==> src/rtl/rs_syndrome_stage_if.sv <==
// ---------------------------------------------------------------------------
// rs_syndrome_stage_if
//   Codeword-in / syndrome-out handshake bundle for the RS syndrome stage.
//   Signal names are seen from the syndrome stage: i_* are driven towards it,
//   o_* are driven by it.
//
//   i_start_codeword  first symbol of a codeword (highest-degree coefficient)
//   i_end_codeword    last symbol of a codeword (r_0)
//   i_valid           i_symbol and flags valid this cycle
//   i_symbol          received symbol, WORD_LENGTH bits
//   i_consume         downstream takes the syndrome this cycle
//   o_in_ready        stage accepts a symbol this cycle
//   o_valid           o_syndrome / o_has_error valid
//   o_syndrome        packed S_1..S_{N-K}, S_1 in the LSBs
//   o_has_error       any syndrome nonzero
//   o_error           sticky framing error
//
//   master: upstream source + downstream sink (testbench side)
//   slave : the syndrome stage itself
// ---------------------------------------------------------------------------
interface rs_syndrome_stage_if #(
  parameter int unsigned WORD_LENGTH = 8,
  parameter int unsigned N           = 15,
  parameter int unsigned K           = 11
);

  logic                          i_start_codeword;
  logic                          i_end_codeword;
  logic                          i_valid;
  logic [WORD_LENGTH-1:0]        i_symbol;
  logic                          i_consume;
  logic                          o_in_ready;
  logic                          o_valid;
  logic [(N-K)*WORD_LENGTH-1:0]  o_syndrome;
  logic                          o_has_error;
  logic                          o_error;

  modport master (
    output i_start_codeword, i_end_codeword, i_valid, i_symbol, i_consume,
    input  o_in_ready, o_valid, o_syndrome, o_has_error, o_error
  );

  modport slave (
    input  i_start_codeword, i_end_codeword, i_valid, i_symbol, i_consume,
    output o_in_ready, o_valid, o_syndrome, o_has_error, o_error
  );

endinterface

==> src/rtl/rs_syndrome_stage.sv <==
// ---------------------------------------------------------------------------
// rs_syndrome_stage
//   First stage of the RS decoder. Consumes one N-symbol codeword (highest
//   degree first) and evaluates the received polynomial at alpha^1..alpha^(N-K)
//   with one Horner step per accepted symbol:
//     Acc_j <= Acc_j * alpha^j ^ r
//   After the end symbol the syndromes are held on o_syndrome with o_valid
//   until the downstream consumes them; a new codeword may start in the same
//   cycle as the consume.
//
//   Ports
//     clk   rising-edge clock
//     rst   asynchronous active-high reset
//     s     rs_syndrome_stage_if.slave (symbol input + syndrome output)
// ---------------------------------------------------------------------------
module rs_syndrome_stage #(
  parameter int unsigned          WORD_LENGTH = 8,
  parameter int unsigned          N           = 15,
  parameter int unsigned          K           = 11,
  parameter logic [WORD_LENGTH:0] PRIM_POLY   = 9'h11D
) (
  input logic                clk,
  input logic                rst,
  rs_syndrome_stage_if.slave s
);

  localparam int unsigned        NUM_SYN  = N - K;
  localparam int unsigned        CNT_W    = $clog2(N + 1);
  localparam logic [CNT_W-1:0]   LAST_CNT = CNT_W'(N - 1);

  typedef logic [NUM_SYN-1:0][WORD_LENGTH-1:0] syn_t;

  typedef enum logic [1:0] {
    WAIT_SYMBOL,
    PROCESS_SYMBOLS,
    HOLD_RESULT,
    ERROR
  } state_t;

  // Multiply by alpha: shift left, fold the overflow bit back with the
  // primitive polynomial (the x^m term is implicit).
  function automatic logic [WORD_LENGTH-1:0] gf_xtime(input logic [WORD_LENGTH-1:0] x);
    gf_xtime = {x[WORD_LENGTH-2:0], 1'b0} ^ (x[WORD_LENGTH-1] ? PRIM_POLY[WORD_LENGTH-1:0] : '0);
  endfunction

  // Multiply by the constant alpha^pwr. pwr is a generate constant at every
  // call site, so this unrolls to a fixed XOR network.
  function automatic logic [WORD_LENGTH-1:0] gf_mul_alpha_pow(input logic [WORD_LENGTH-1:0] x,
                                                             input int unsigned pwr);
    logic [WORD_LENGTH-1:0] y;
    y = x;
    for (int unsigned i = 0; i < NUM_SYN; i++) begin
      if (i < pwr) y = gf_xtime(y);
    end
    return y;
  endfunction

  state_t           r_state;
  syn_t             r_acc;
  logic [CNT_W-1:0] r_cnt;
  logic             r_valid;
  syn_t             r_syndrome;
  logic             r_has_error;
  logic             r_error;

  logic             w_in_ready;
  logic             w_accept;
  syn_t             w_acc_step;
  syn_t             w_acc_load;

  // Lane j-1 holds S_j, so it multiplies by alpha^j.
  for (genvar j = 0; j < NUM_SYN; j++) begin : g_horner
    assign w_acc_step[j] = gf_mul_alpha_pow(r_acc[j], j + 1) ^ s.i_symbol;
    assign w_acc_load[j] = s.i_symbol;
  end

  // NOTE: every output of an always_comb gets a default before the case,
  // otherwise an uncovered path holds its old value and infers a latch.
  always_comb begin
    w_in_ready = 1'b0;
    case (r_state)
      WAIT_SYMBOL,
      PROCESS_SYMBOLS: w_in_ready = 1'b1;
      HOLD_RESULT:     w_in_ready = s.i_consume;
      default:         w_in_ready = 1'b0;
    endcase
  end

  assign w_accept = s.i_valid && w_in_ready;

  // NOTE: all state below is updated with non-blocking assignments so every
  // register samples the pre-edge values, independent of statement order.
  always_ff @(posedge clk or posedge rst) begin
    if (rst) begin
      r_state     <= WAIT_SYMBOL;
      // NOTE: the accumulators are a handful of flops, not a RAM, so they
      // take the reset like every other register.
      r_acc       <= '0;
      r_cnt       <= '0;
      r_valid     <= 1'b0;
      r_syndrome  <= '0;
      r_has_error <= 1'b0;
      r_error     <= 1'b0;
    end else begin
      case (r_state)
        // Idle and result-holding share the "new codeword" path; in
        // HOLD_RESULT w_accept already implies i_consume.
        WAIT_SYMBOL,
        HOLD_RESULT: begin
          if (w_accept) begin
            r_valid     <= 1'b0;
            r_syndrome  <= '0;
            r_has_error <= 1'b0;
            if (!s.i_start_codeword) begin
              r_state <= ERROR;
              r_error <= 1'b1;
            end else begin
              r_acc <= w_acc_load;
              r_cnt <= CNT_W'(1);
              if (s.i_end_codeword) begin
                // A one-symbol codeword only exists when N == 1.
                if (N == 1) begin
                  r_state     <= HOLD_RESULT;
                  r_valid     <= 1'b1;
                  r_syndrome  <= w_acc_load;
                  r_has_error <= |w_acc_load;
                end else begin
                  r_state <= ERROR;
                  r_error <= 1'b1;
                end
              end else begin
                r_state <= PROCESS_SYMBOLS;
              end
            end
          end else if (r_state == HOLD_RESULT && s.i_consume) begin
            r_state     <= WAIT_SYMBOL;
            r_valid     <= 1'b0;
            r_syndrome  <= '0;
            r_has_error <= 1'b0;
          end
        end

        PROCESS_SYMBOLS: begin
          if (w_accept) begin
            r_acc <= w_acc_step;
            r_cnt <= r_cnt + CNT_W'(1);
            // End must coincide exactly with the N-th symbol; a second
            // start inside the codeword is also a framing fault.
            if (s.i_start_codeword || (s.i_end_codeword != (r_cnt == LAST_CNT))) begin
              r_state <= ERROR;
              r_error <= 1'b1;
            end else if (s.i_end_codeword) begin
              r_state     <= HOLD_RESULT;
              r_valid     <= 1'b1;
              r_syndrome  <= w_acc_step;
              r_has_error <= |w_acc_step;
            end
          end
        end

        default: begin
          // ERROR is sticky until reset.
          r_valid     <= 1'b0;
          r_syndrome  <= '0;
          r_has_error <= 1'b0;
          r_error     <= 1'b1;
        end
      endcase
    end
  end

  assign s.o_in_ready  = w_in_ready;
  assign s.o_valid     = r_valid;
  assign s.o_syndrome  = r_syndrome;
  assign s.o_has_error = r_has_error;
  assign s.o_error     = r_error;

endmodule
==> src/flat_wrapper.sv <==
// flat-port wrapper written by rule: the top's interface ports become plain ports
module rs_syndrome_stage_flat 
#(
  parameter int unsigned          WORD_LENGTH = 8,
  parameter int unsigned          N           = 15,
  parameter int unsigned          K           = 11,
  parameter logic [WORD_LENGTH:0] PRIM_POLY   = 9'h11D
)
  (clk, rst, s_i_start_codeword, s_i_end_codeword, s_i_valid, s_i_symbol, s_i_consume, s_o_in_ready, s_o_valid, s_o_syndrome, s_o_has_error, s_o_error);
  rs_syndrome_stage_if #(.WORD_LENGTH(WORD_LENGTH), .N(N), .K(K)) s_i ();
  input logic clk;
  input logic rst;
  input wire logic [$bits(s_i.i_start_codeword)-1:0] s_i_start_codeword;
  input wire logic [$bits(s_i.i_end_codeword)-1:0] s_i_end_codeword;
  input wire logic [$bits(s_i.i_valid)-1:0] s_i_valid;
  input wire logic [$bits(s_i.i_symbol)-1:0] s_i_symbol;
  input wire logic [$bits(s_i.i_consume)-1:0] s_i_consume;
  output wire logic [$bits(s_i.o_in_ready)-1:0] s_o_in_ready;
  output wire logic [$bits(s_i.o_valid)-1:0] s_o_valid;
  output wire logic [$bits(s_i.o_syndrome)-1:0] s_o_syndrome;
  output wire logic [$bits(s_i.o_has_error)-1:0] s_o_has_error;
  output wire logic [$bits(s_i.o_error)-1:0] s_o_error;
  assign s_i.i_start_codeword = s_i_start_codeword;
  assign s_i.i_end_codeword = s_i_end_codeword;
  assign s_i.i_valid = s_i_valid;
  assign s_i.i_symbol = s_i_symbol;
  assign s_i.i_consume = s_i_consume;
  assign s_o_in_ready = s_i.o_in_ready;
  assign s_o_valid = s_i.o_valid;
  assign s_o_syndrome = s_i.o_syndrome;
  assign s_o_has_error = s_i.o_has_error;
  assign s_o_error = s_i.o_error;
  rs_syndrome_stage #(.WORD_LENGTH(WORD_LENGTH), .N(N), .K(K), .PRIM_POLY(PRIM_POLY)) u_core (.clk(clk), .rst(rst), .s(s_i));
endmodule
==> config.mk <==
export PLATFORM = sky130hd
export DESIGN_NAME = rs_syndrome_stage_flat
export DESIGN_NICKNAME = d
export VERILOG_FILES = /design/src/rtl/rs_syndrome_stage_if.sv /design/src/rtl/rs_syndrome_stage.sv /design/src/flat_wrapper.sv
export SDC_FILE = /design/constraint.sdc
export NUM_CORES = 1
export LEC_CHECK = 0
export BUFFER_PORTS_ARGS = -buffer_cell sky130_fd_sc_hd__buf_4
export CAP_MARGIN = 20
export CORE_MARGIN = 3
export CORE_UTILIZATION = 65
export CTS_BUF_LIST = sky130_fd_sc_hd__clkbuf_4
export DETAILED_ROUTE_END_ITERATION = 10
export GPL_TIMING_DRIVEN = 0
export PLACE_DENSITY = 0.88
export SETUP_SLACK_MARGIN = 0.2
export SYNTH_ARGS = -nofsm -noshare
export SYNTH_HDL_FRONTEND = slang
export SYNTH_SLANG_ARGS = --single-unit
export TNS_END_PERCENT = 10
==> constraint.sdc <==
create_clock -name clk -period 6.1 [get_ports clk]
set_input_delay 0.61 -clock clk [delete_from_list [all_inputs] [get_ports clk]]
set_output_delay 0.61 -clock clk [all_outputs]
set_load 0.01 [all_outputs]
==> reports/metrics.cfg <==
[die]
rows = 28
coreArea_um2 = 5990
dieArea_um2 = 7240
die_h_um = 85.1
die_w_um = 85.1
io-pin-count = 50
initial_core_util = 0.678

[layout]
layout_commonest_cell = nand2_1
final_cell_mix = nand2_1 (80), dfrtp_1 (73), o21ai_0 (51)
fin_util = 0.779
insertedDiodeCount = 0
synthToLayoutAreaGrowth_pct = 14.8
design_area_um2 = 4660
drive_above_1_share = 0.181
layout.nets = 507
fillerInstances = 407
stdcell_count = 571

[clocking]
cts.repair.resized = 0
clkTransAtPathRegs_ns = 0.12
cts-buffers-inserted = 9
clockBufferDepth = 2
cts_hold_buf = 0
cts_tree = yes
clk_latency_ns = 0.43
cts.sinks = 73
cts_root_buffer = clkbuf_4
cts_max_level = 3
cts_setup_buffers = 0

[routing]
viasPerCell = 5.97
post_drt_wl_per_cell_um = 18.1
vias = 3411
drt-pass1-iter-count = 5
wl_um = 10300
drc = 0
ant_nets = 0
drt_iter0_drc = 292

[grt]
antenna_found_initial = 0
grt_max_degree = 74
grt_pass1_vias = 3339
grt_pass1_wl_um = 16800
gr-total-overflow = 0
track_usage = 0.301

[sta]
final-setup-viol-count = 0
tns_ns = 0
timing.final.crit_share = 0.382
hold_ws_ns = 0.346
max_slew.worst_pin.slew_ns = 0.894
finalHoldViolCount = 0
finalCriticalPeriod_ns = 2.33
slew_headroom = 0.404
fmax_mhz = 429
slew_violations = 0
fin_worst_skew_ns = 0.0104
grt_setup_unrepaired = no

[pwr]
static-leakage-power_uw = 0.00208
ir_drop_v = 0.000238
power_density_nw_per_um2 = 384

[critical_path]
path_class = register to register
r2r_slack_ns = 3.77
slowest_delay_ns = 0.54
crit_chain = inv_1 > ha_1 > and3_1 > nand3_1 > a21oi_1 > o22ai_1 > clkbuf_1 > nand2_1 > o21ai_0
crit_path_start_kind = register
cp_max_fo = 10
rr_startpoint = u_core.r_cnt[0]
endpoint_kind = register
critPathSlowestCell = o22ai_1
timing.rr.end = u_core.s.o_syndrome[21]
required_ns = 6.46
critPathBufInv = 2
crit_family = compound AO/OA/AOI/OAI gates
cp.arrival_ns = 2.69
reg2reg_depth = 9

[logic_synthesis]
synth_compound_area_frac = 0.134
synth_seq_area_share = 0.450
synthesis.nets = 453
synth_simple_gate_area_frac = 0.155
async_flop_share = 1.00
yosys_register_bits = 73
syn_area_um2 = 4060
syn-instance-count = 437
synth-edff-count = 0
ys_warn_count = 0
synth_top_family_by_area = XOR/XNOR gates
synth_xor_area_frac = 0.195
syn_avg_cell_area_um2 = 9.30
synthAdderAreaFrac = 0.00616
ys.flop_type = dfrtp_1
synth.mux.area_fraction = 0.00800
yosys.cell_types.count = 51

[placed_design]
io_buffer_count = 43
gp_congestion = 0.910
place_hpwl_um = 7290
placed_area_um2 = 4480
dpl.cell_count = 555

[flow_run]
cap_violations = 0

[hold_path]
holdCritPathClass = primary input to async pin

[run_status]
status = finished clean

cell families after synthesis:
logic type               after synthesis
AND/OR/NAND/NOR                      139
AO/OA/AOI/OAI                         92
XOR/XNOR                              86
flip-flops                            73
buffers and inverters                 42
multiplexers                           3
adder cells (fa/ha/maj)                2
metal layers:
metal / global-route usage / wire (um) / vias to the layer above
li1: - / - / 1566
met5: 0 / 0 / -
met3: 0.0524 / 723 / 39
met4: 0.155 / 349 / 0
met1: 0.399 / 4340 / 1654
met2: 0.475 / 4910 / 152
how the worst max path moves through the flow:
| stage | from | depth (start not counted) | slack (ns) | endpoint |
|---|---|---|---|---|
| 5_1_grt | u_core.r_cnt[0] | 9 | 3.54 | u_core.s.o_syndrome[25] |
| 6_report | u_core.r_cnt[0] | 9 | 3.77 | u_core.s.o_syndrome[21] |
| 4_1_cts | u_core.r_cnt[0] | 9 | 3.74 | u_core.s.o_syndrome[25] |
| 3_3_place_gp | rst | 2 | 2.83 | u_core.r_acc[9] |
| 2_1_floorplan | rst | 1 | 3.64 | u_core.r_acc[0] |
| 3_5_place_dp | s_i_symbol[0] | 7 | 3.66 | u_core.s.o_has_error |
state kept, by name, indices dropped and copies added (netlist names):
signal and count:
u_core.r_acc 32, u_core.s.o_syndrome 32, u_core.r_cnt 4, u_core.r_state 2, u_core.s.o_error 1, u_core.s.o_has_error 1
u_core.s.o_valid 1
where the power goes:
part           switching [uW]  internal [uW]
logic                     420            309
registers                98.8            576
clock network             176            210
worst reg2reg max path: stages (launching register included):
cell and delay (ns):
dfrtp_1 0.42, inv_1 0.06, ha_1 0.21, and3_1 0.22, nand3_1 0.12, a21oi_1 0.09
o22ai_1 0.54, clkbuf_1 0.42, nand2_1 0.11, o21ai_0 0.08
Yosys cell counts (3+ instances only):
master / instances / area [um^2]
nand2_1: 80 / 300
dfrtp_1: 73 / 1830
o21ai_0: 51 / 255
xnor2_1: 48 / 420
xor2_1: 33 / 289
nor2_1: 24 / 90.1
clkbuf_1: 15 / 56.3
buf_2: 13 / 65.1
a21oi_1: 11 / 55.1
o31ai_1: 11 / 82.6
a22o_1: 5 / 43.8
inv_1: 5 / 18.8
nand3_1: 5 / 25.0
nand2b_1: 4 / 25.0
xnor2_2: 4 / 65.1
and3_1: 3 / 18.8
nor3_1: 3 / 15.0
area by class of cell:
type / instances / area [um^2] / area share
clock buffer: 10 / 75.1 / 0.0161
buffer: 37 / 199 / 0.0427
tap: 75 / 93.8 / 0.0201
timing repair buffer: 43 / 323 / 0.0692
sequential: 73 / 1830 / 0.392
inverter: 5 / 21.3 / 0.00456
clock inverter: 6 / 106 / 0.0228
multi-input combinational: 322 / 2020 / 0.433
through the flow:
stage	power [uW]	worst slack, ns
2_1_floorplan	1210	3.64
3_3_place_gp	1360	2.83
3_5_place_dp	1390	3.66
4_1_cts	1770	3.74
5_1_grt	1880	3.54
6_report	1790	3.77
Note: power is estimated with default switching activity, not from simulation.
